## config.mk

```make
export PLATFORM = sky130hd
export DESIGN_NAME = branch_predictor
export DESIGN_NICKNAME = d
export VERILOG_FILES = /design/src/rtl/branch_predictor.sv
export SDC_FILE = /design/constraint.sdc
export NUM_CORES = 2
export LEC_CHECK = 0
export CAP_MARGIN = 20
export CORE_ASPECT_RATIO = 1.4
export CORE_MARGIN = 1.5
export CORE_UTILIZATION = 55
export DETAILED_ROUTE_END_ITERATION = 10
export PLACE_DENSITY = 0.77
export SYNTH_ARGS = -nofsm -noshare
export SYNTH_HDL_FRONTEND = slang
export SYNTH_SLANG_ARGS = --single-unit
```

## constraint.sdc

```tcl
create_clock -name clk -period 5.9 [get_ports clk]
set_clock_uncertainty 0.05 [all_clocks]
set_input_delay 0.885 -clock clk [delete_from_list [all_inputs] [get_ports clk]]
set_output_delay 0.885 -clock clk [all_outputs]
set_load 0.005 [all_outputs]
```

## src/rtl/branch_predictor.sv

```systemverilog
// Direct-mapped BTB with 2-bit saturating direction counters for the 5-stage pipeline.
// Zero-latency lookup in F, training and mispredict detection from E, saturating perf counters.
module branch_predictor #(
    parameter int XLEN    = 32,
    parameter int ENTRIES = 16,
    parameter int CNT_W   = 32
) (
    input  logic             clk,
    input  logic             rst,
    input  logic             PredEn,
    input  logic [XLEN-1:0]  PCF,
    output logic             PredTakenF,
    output logic [XLEN-1:0]  PredTargetF,
    input  logic             UpdateE,
    input  logic [XLEN-1:0]  PCE,
    input  logic             TakenE,
    input  logic [XLEN-1:0]  TargetE,
    input  logic             PredTakenE,
    input  logic [XLEN-1:0]  PredTargetE,
    output logic             MispredictE,
    output logic [XLEN-1:0]  CorrectPCE,
    output logic [CNT_W-1:0] BranchCount,
    output logic [CNT_W-1:0] MispredCount
);

    localparam int IDX_W = $clog2(ENTRIES);
    localparam int TAG_W = XLEN - 2 - IDX_W;
    localparam logic [XLEN-1:0]  PC_STEP = {{(XLEN-3){1'b0}}, 3'b100};
    localparam logic [CNT_W-1:0] CNT_MAX = {CNT_W{1'b1}};
    localparam logic [CNT_W-1:0] CNT_ONE = {{(CNT_W-1){1'b0}}, 1'b1};

    logic             valid_r  [ENTRIES];
    logic [TAG_W-1:0] tag_r    [ENTRIES];
    logic [XLEN-1:0]  target_r [ENTRIES];
    logic [1:0]       cnt_r    [ENTRIES];

    logic [CNT_W-1:0] branch_count_r;
    logic [CNT_W-1:0] mispred_count_r;

    logic [IDX_W-1:0] idx_f_s;
    logic [TAG_W-1:0] tag_f_s;
    logic             hit_f_s;
    logic             pred_taken_s;
    logic [IDX_W-1:0] idx_e_s;
    logic [TAG_W-1:0] tag_e_s;
    logic             hit_e_s;

    logic             wr_en_s;
    logic             wr_valid_s;
    logic [TAG_W-1:0] wr_tag_s;
    logic [XLEN-1:0]  wr_target_s;
    logic [1:0]       wr_cnt_s;

    assign idx_f_s = PCF[IDX_W+1:2];
    assign tag_f_s = PCF[XLEN-1:IDX_W+2];
    assign hit_f_s = valid_r[idx_f_s] & (tag_r[idx_f_s] == tag_f_s);

    assign idx_e_s = PCE[IDX_W+1:2];
    assign tag_e_s = PCE[XLEN-1:IDX_W+2];
    assign hit_e_s = valid_r[idx_e_s] & (tag_r[idx_e_s] == tag_e_s);

    // PredEn gates only the F-side outputs; the table keeps training underneath.
    assign pred_taken_s = PredEn & hit_f_s & cnt_r[idx_f_s][1];
    assign PredTakenF   = pred_taken_s;
    assign PredTargetF  = pred_taken_s ? target_r[idx_f_s] : (PCF + PC_STEP);

    assign MispredictE  = UpdateE & ((TakenE ^ PredTakenE) |
                          (TakenE & PredTakenE & (TargetE != PredTargetE)));
    assign CorrectPCE   = TakenE ? TargetE : (PCE + PC_STEP);

    assign BranchCount  = branch_count_r;
    assign MispredCount = mispred_count_r;

    // Next value of the E-indexed entry: allocate on taken miss, nudge counter on hit.
    always_comb begin
        wr_en_s     = 1'b0;
        wr_valid_s  = valid_r[idx_e_s];
        wr_tag_s    = tag_r[idx_e_s];
        wr_target_s = target_r[idx_e_s];
        wr_cnt_s    = cnt_r[idx_e_s];
        if (UpdateE) begin
            case ({hit_e_s, TakenE})
                2'b11: begin
                    wr_en_s     = 1'b1;
                    wr_target_s = TargetE;
                    wr_cnt_s    = (cnt_r[idx_e_s] == 2'b11) ? 2'b11 : (cnt_r[idx_e_s] + 2'b01);
                end
                2'b10: begin
                    wr_en_s     = 1'b1;
                    wr_cnt_s    = (cnt_r[idx_e_s] == 2'b00) ? 2'b00 : (cnt_r[idx_e_s] - 2'b01);
                end
                2'b01: begin
                    wr_en_s     = 1'b1;
                    wr_valid_s  = 1'b1;
                    wr_tag_s    = tag_e_s;
                    wr_target_s = TargetE;
                    wr_cnt_s    = 2'b10;
                end
                default: begin
                    wr_en_s     = 1'b0;
                end
            endcase
        end else begin
            wr_en_s = 1'b0;
        end
    end

    // Table storage; reset leaves every counter weakly not-taken.
    always_ff @(posedge clk) begin
        if (rst) begin
            for (int i = 0; i < ENTRIES; i++) begin
                valid_r[i]  <= 1'b0;
                tag_r[i]    <= {TAG_W{1'b0}};
                target_r[i] <= {XLEN{1'b0}};
                cnt_r[i]    <= 2'b01;
            end
        end else if (wr_en_s) begin
            valid_r[idx_e_s]  <= wr_valid_s;
            tag_r[idx_e_s]    <= wr_tag_s;
            target_r[idx_e_s] <= wr_target_s;
            cnt_r[idx_e_s]    <= wr_cnt_s;
        end
    end

    // Performance counters stick at all-ones rather than wrapping.
    always_ff @(posedge clk) begin
        if (rst) begin
            branch_count_r  <= {CNT_W{1'b0}};
            mispred_count_r <= {CNT_W{1'b0}};
        end else begin
            if (UpdateE && (branch_count_r != CNT_MAX)) begin
                branch_count_r <= branch_count_r + CNT_ONE;
            end
            if (MispredictE && (mispred_count_r != CNT_MAX)) begin
                mispred_count_r <= mispred_count_r + CNT_ONE;
            end
        end
    end

endmodule

```

==> Yosys cells after proc, flatten, opt, wreduce, memory -nomap -nowiden <==
Memories as Yosys holds them, arrays and structs flattened.
Index checks and enable logic that the tools add are counted.
{ "word_totals": {"register_bits": 64, "ram_bits": 976, "output_inout_bits": 130, "word_cells": 73, "memories": 4} }
{ "mem_list": {"columns": ["name", "depth", "word_bits", "rd", "rd_clocked_by_memory_dff", "write_ports", "line_no", "source"], "rows": [
  ["target_r", 16, 32, 1, 0, 16, "34", "logic [XLEN-1:0] target_r [ENTRIES];"],
  ["tag_r", 16, 26, 2, 0, 16, "33", "logic [TAG_W-1:0] tag_r [ENTRIES];"],
  ["cnt_r", 16, 2, 2, 0, 16, "35", "logic [1:0] cnt_r [ENTRIES];"],
  ["valid_r", 16, 1, 2, 0, 16, "32", "logic valid_r [ENTRIES];"]
]} }
{ "op_classes": {"n_addsub": 6, "eq_ne": 11, "n_mux": 31, "n_bitwise": 9, "n_reduce_logical": 10} }
{ "ops": {"columns": ["cell", "n"], "rows": [
  ["two-way mux 32 bit", 5],
  ["two-way mux 26 bit", 3],
  ["adder 32 x 1 -> 32 bit (second input constant)", 2],
  ["adder 32 x 3 -> 32 bit (second input constant)", 2],
  ["!= test 32 bit (second input constant)", 2],
  ["== test 26 bit", 2],
  ["!= test 32 bit", 1],
  ["OR reduction 32 bit", 1],
  ["OR reduction 26 bit", 1],
  ["two-way mux 4 bit", 4],
  ["two-way mux 1 bit", 14],
  ["two-way mux 2 bit", 4],
  ["bitwise AND 1 bit", 7],
  ["== test 2 bit (second input constant)", 3],
  ["case mux 2 bit (3 select lines)", 1],
  ["OR reduction 2 bit", 2],
  ["AND reduction 3 bit", 1],
  ["OR reduction 3 bit", 1],
  ["adder 2 x 1 -> 2 bit (second input constant)", 1],
  ["== test 2 x 1 -> 1 bit (second input constant)", 1],
  ["logical AND 1 bit", 2],
  ["logical NOT 2 bit", 1],
  ["!= test 2 bit (second input constant)", 1],
  ["subtractor 2 x 1 -> 2 bit (second input constant)", 1],
  ["other kinds (4)", 4]
]} }

==> Logic depth before layout (Yosys ltp) <==
An unclocked memory read counts as a cell.
{ "logic_depth": {"ltp_word": 13, "mapped_depth": 17} }

==> Least setup slack after synthesis <==
No wires, ideal clock.
{ "synth_path": {"path_kind": "in2out", "from": "in PCF[2]", "to": "out PredTargetF[10]", "arrival_time_ps": 3832, "required_ps": 4965, "path_slack_ps": 1133, "path_stages": 9, "cell_sequence": "buf_2 > buf_2 > buf_2 > buf_2 > buf_2 > clkbuf_1 > mux4_2 > mux4_2 > mux2_2"} }
{ "synth_between": {"elab_chain_cells": 6, "word_cells_on_any_way": 10, "classes_between": "1 x add/sub; 1 x eq/ne; 1 x mux; 3 x bitwise; 4 x memory"} }
{ "synth_rtl": {"columns": ["item", "line_no", "source"], "rows": [
  ["start: declaration", "11", "input logic [XLEN-1:0] PCF,"],
  ["memory (16 x 26 bit)", null, null],
  ["== test 26 bit", "56", "assign hit_f_s = valid_r[idx_f_s] & (tag_r[idx_f_s] == tag_f_s);"],
  ["bitwise AND 1 bit", "56", null],
  ["bitwise AND 1 bit (2 in series)", "63", "assign pred_taken_s = PredEn & hit_f_s & cnt_r[idx_f_s][1];"],
  ["two-way mux 32 bit (*)", "65", "assign PredTargetF = pred_taken_s ? target_r[idx_f_s] : (PCF + PC_STEP);"],
  ["end: declaration", "13", "output logic [XLEN-1:0] PredTargetF,"]
]} }
Every way passes the cells marked *; elsewhere a longest branch is shown, timed or not.

==> Final worst setup path <==
{ "layout_path": {"from": "in PCE[3]", "to": "out CorrectPCE[28]"} }
{ "layout_between": {"elab_chain_cells": 2} }
{ "layout_rtl": {"columns": ["item", "line_no", "source"], "rows": [
  ["start: declaration", "15", "input logic [XLEN-1:0] PCE,"],
  ["adder 32 x 3 -> 32 bit", "69", "assign CorrectPCE = TakenE ? TargetE : (PCE + PC_STEP);"],
  ["two-way mux 32 bit", "69", null],
  ["end: declaration", "21", "output logic [XLEN-1:0] CorrectPCE,"]
]} }
Every way passes these cells.

==> results.cfg <==
[run_status]
status = finished, final reports clean

[synth]
yosysSeqAreaShare = 0.566
synth_area_sq_um = 54000
synth_flop_cell = edfxtp_1
synth_top_family_by_area = multiplexers
netlist_instances = 3897
syn-num-nets = 4039
yosysTopAreaCell = edfxtp_1
synth_area_per_cell_sq_um = 13.9
synth.distinct_cells = 71
synth_xor_area_frac = 0.0305
synth.area.top_cells = edfxtp_1 54%, mux4_2 16%, and2_1 6.0%
synth_fa_ha_area_frac = 0.00204
muxShareOfSynthArea = 0.186
async_reset_ff_frac = 0
ys_warn_count = 0
synth_compound_area_frac = 0.0536
synth_seq_cells = 1040
synth_top_area_frac = 0.543
synth_edf_count = 976
yosys.area_share.simple = 0.127

[timing]
finalSetupViolations = 0
rsz0062_at_grt = false
finalSetupTns_ps = 0
hold_viol = 0
slew_viol_final = 0
worst_pin_slew_ps = 1080
slew_headroom = 0.277
finalCritPeriodShare = 0.953
fmax_mhz = 178
finalCriticalPeriod_ps = 5620

[global_route]
grt_pass1_wl_microns = 263000
track_usage = 0.374
grt_pass1_vias = 38278
antenna_found_initial = 12
grt_max_degree = 79
grt.overflow.total = 0

[drt]
dr_total_vias = 38228
avgRoutedWirePerCell_microns = 33.5
drcViolationCount = 0
drt-pass1-iter-count = 9
wirelength_microns = 187000
ant_nets = 0
detail_route.iter0.violations = 5607
via_per_inst = 6.87

[cts]
cts_sinks = 1040
root_buffer = clkbuf_16
clk_latency_ps = 730
cts_tree = done
htreeDepth = 3
cts_setup_buffers = 0
clock_path_buffers = 3
cts_made_buffers = 98
clkTransAtPathRegs_ps = 60
hold_buffers = 0

[finish]
synthToLayoutAreaGrowth_pct = 16.6
fillers = 6799
fin_nets = 4331
drive_gt1_frac = 0.228
final_util = 0.649
final_area_sq_um = 63000

[floorplanning]
initial_core_util = 0.556
die_h_microns = 374
die_w_microns = 268
dieArea_sq_um = 100000
core-area_sq_um = 97100
num_rows = 135
ioPinCount = 264

[placement]
dpl-instance-area_sq_um = 60000
routabilityCongestion = 1.02
hpwl_microns = 121000
portBuffers = 263

[worst_setup_path]
cp_top_family = buffers and inverters
worstPathCellList = clkbuf_8, buf_12, ha_1, nand3_1, nor4_2, buf_4, nand2_1, nor2_1, nand2_1, xor2_1, o21ai_0, clkdlybuf4s50_1
critPathArrivalTime_ps = 4690
cpPeakStageDelay_ps = 680
crit_fanout = 36
crit_path_start_kind = primary input
cp-end-kind = primary output
cp_slowest_cell = nor4_2
critPathBufInv = 4
critPathKind = primary input to primary output
path_common_cell = nand2_1
worstPathRequired_ps = 4970

[power_and_ir_drop]
p_sw_frac = 0.252
clockPowerShare = 0.362
power_density_nw_per_um2 = 267
p_int_uw = 12600
ir_drop_mv = 0.228
seqPwrFrac = 0.505
total_power_uw = 16800
p_sw_uw = 4240
combPwrFrac = 0.133
leakagePower_uw = 0.0217

[worst_hold_path]
hold_path_class = flip-flop to flip-flop

[flow_run]
maxCapViolCount = 0
[worst reg2reg max path, stage by stage (launching register included)]
cell      delay [ps]
edfxtp_1         450
mux4_2           490
nand2_1           80
nand2_1           60
a21oi_1          780
nor2_1           120
a41o_1           270
and4_4           250
buf_4            230
buf_12           170
nor3_2           770
nor3_1           150
[cells in the final DEF, fill, tap and decap left out, types with 17 or more instances in the layout]
cell type / synthesis / layout
edfxtp_1: 976 / 976
and2_1: 520 / 520
mux4_2: 376 / 376
a21oi_1: 287 / 287
clkdlybuf4s50_1: 0 / 253
buf_4: 28 / 222
nor3_1: 208 / 207
xnor2_1: 130 / 130
nand2_1: 128 / 127
mux2i_1: 101 / 101
clkbuf_16: 0 / 98
nor2_1: 104 / 89
nand3_1: 87 / 87
buf_12: 0 / 75
o21ai_0: 69 / 69
dfxtp_1: 64 / 64
xor2_1: 58 / 58
inv_1: 50 / 50
mux2_2: 49 / 49
nand4_1: 37 / 37
a22oi_1: 30 / 30
clkinv_2: 0 / 24
nand2b_1: 39 / 23
or3_1: 20 / 20
or2_2: 20 / 20
and3_1: 19 / 19
clkinv_1: 0 / 18
clkbuf_1: 193 / 17
[layer usage]
metal	wire length, microns	global-route usage
met5	101	0
met1	57000	0.425
met2	87100	0.590
met4	17700	0.302
met3	24600	0.106
[cell families (layout without fill, tap and decap cells)]
family	after synthesis	count (layout)
other	0	2
AO/OA/AOI/OAI	482	482
multiplexers	526	526
flip-flops	1040	1040
XOR/XNOR	188	188
adder cells (fa/ha/maj)	9	9
buffers and inverters	415	782
AND/OR/NAND/NOR	1237	1237
[power by group through the flow]
stage	sequential [uW]	clock, uW	combinational (uW)
after detailed placement	8650	0	2170
after global placement	8630	0	2150
after floorplan	8600	0	1200
final	8510	6110	2240
after global routing	8520	6360	2290
after CTS	8500	6110	2180
[sequential cells by signal, indices dropped and copies added (netlist names)]
register and cells:
target_r 512, tag_r 416, BranchCount 32, MispredCount 32, cnt_r 32, valid_r 16
[synthesized netlist by cell type, drive strengths merged (2+ instances only)]
| cell | count |
|---|---|
| a211oi | 8 |
| a21o | 3 |
| a21oi | 291 |
| a221oi | 5 |
| a222oi | 2 |
| a22oi | 30 |
| a31oi | 2 |
| and2 | 521 |
| and3 | 19 |
| and4 | 6 |
| buf | 169 |
| clkbuf | 195 |
| dfxtp | 64 |
| edfxtp | 976 |
| ha | 8 |
| inv | 51 |
| mux2 | 49 |
| mux2i | 101 |
| mux4 | 376 |
| nand2 | 128 |
| nand2b | 39 |
| nand3 | 88 |
| nand4 | 38 |
| nor2 | 104 |
| nor2b | 16 |
| nor3 | 219 |
| nor4 | 12 |
| o211ai | 22 |
| o21a | 3 |
| o21ai | 83 |
| o221ai | 2 |
| o22ai | 17 |
| o31ai | 3 |
| or2 | 21 |
| or3 | 20 |
| or4 | 2 |
| xnor2 | 130 |
| xor2 | 58 |
[worst paths after layout]
check                                      start               end  slack [ps]  depth (start not counted)
worst min-delay path            MispredCount[21]  MispredCount[21]         460                          2
worst max-delay path                      PCE[3]    CorrectPCE[28]         280                         12
worst min register to register  MispredCount[21]  MispredCount[21]         460                          2
worst max register to register      tag_r[6][19]      tag_r[10][6]        1730                         11
[per-stage QoR]
stage | hold WS (ps) | setup WS [ps] | std cells
after floorplan | 433 | 1130 | 3897
after global placement | 433 | 129 | 5389
after detailed placement | 445 | 149 | 5389
after CTS | 458 | 138 | 5564
after global routing | 486 | 80.6 | 5565
final | 457 | 278 | 5567
[cell type report]
class | count | area (sq um) | share of cell area
flip-flops and latches | 1040 | 30600 | 0.486
well taps | 1301 | 1630 | 0.0258
diodes | 2 | 5.00 | 0.0000794
inverters | 51 | 191 | 0.00304
clock inverters | 60 | 480 | 0.00763
clock buffers | 115 | 2520 | 0.0399
repair buffers | 556 | 5770 | 0.0915
multi-input cells | 2442 | 21800 | 0.346
[timing repair]
| action | CTS | global route |
|---|---|---|
| endpoints found under the hold margin | 0 | 0 |
| gates resized for setup | 0 | 1 |
| endpoints found under the setup margin | 0 | 1 |
No activity file was read; power rests on OpenSTA's default activity.
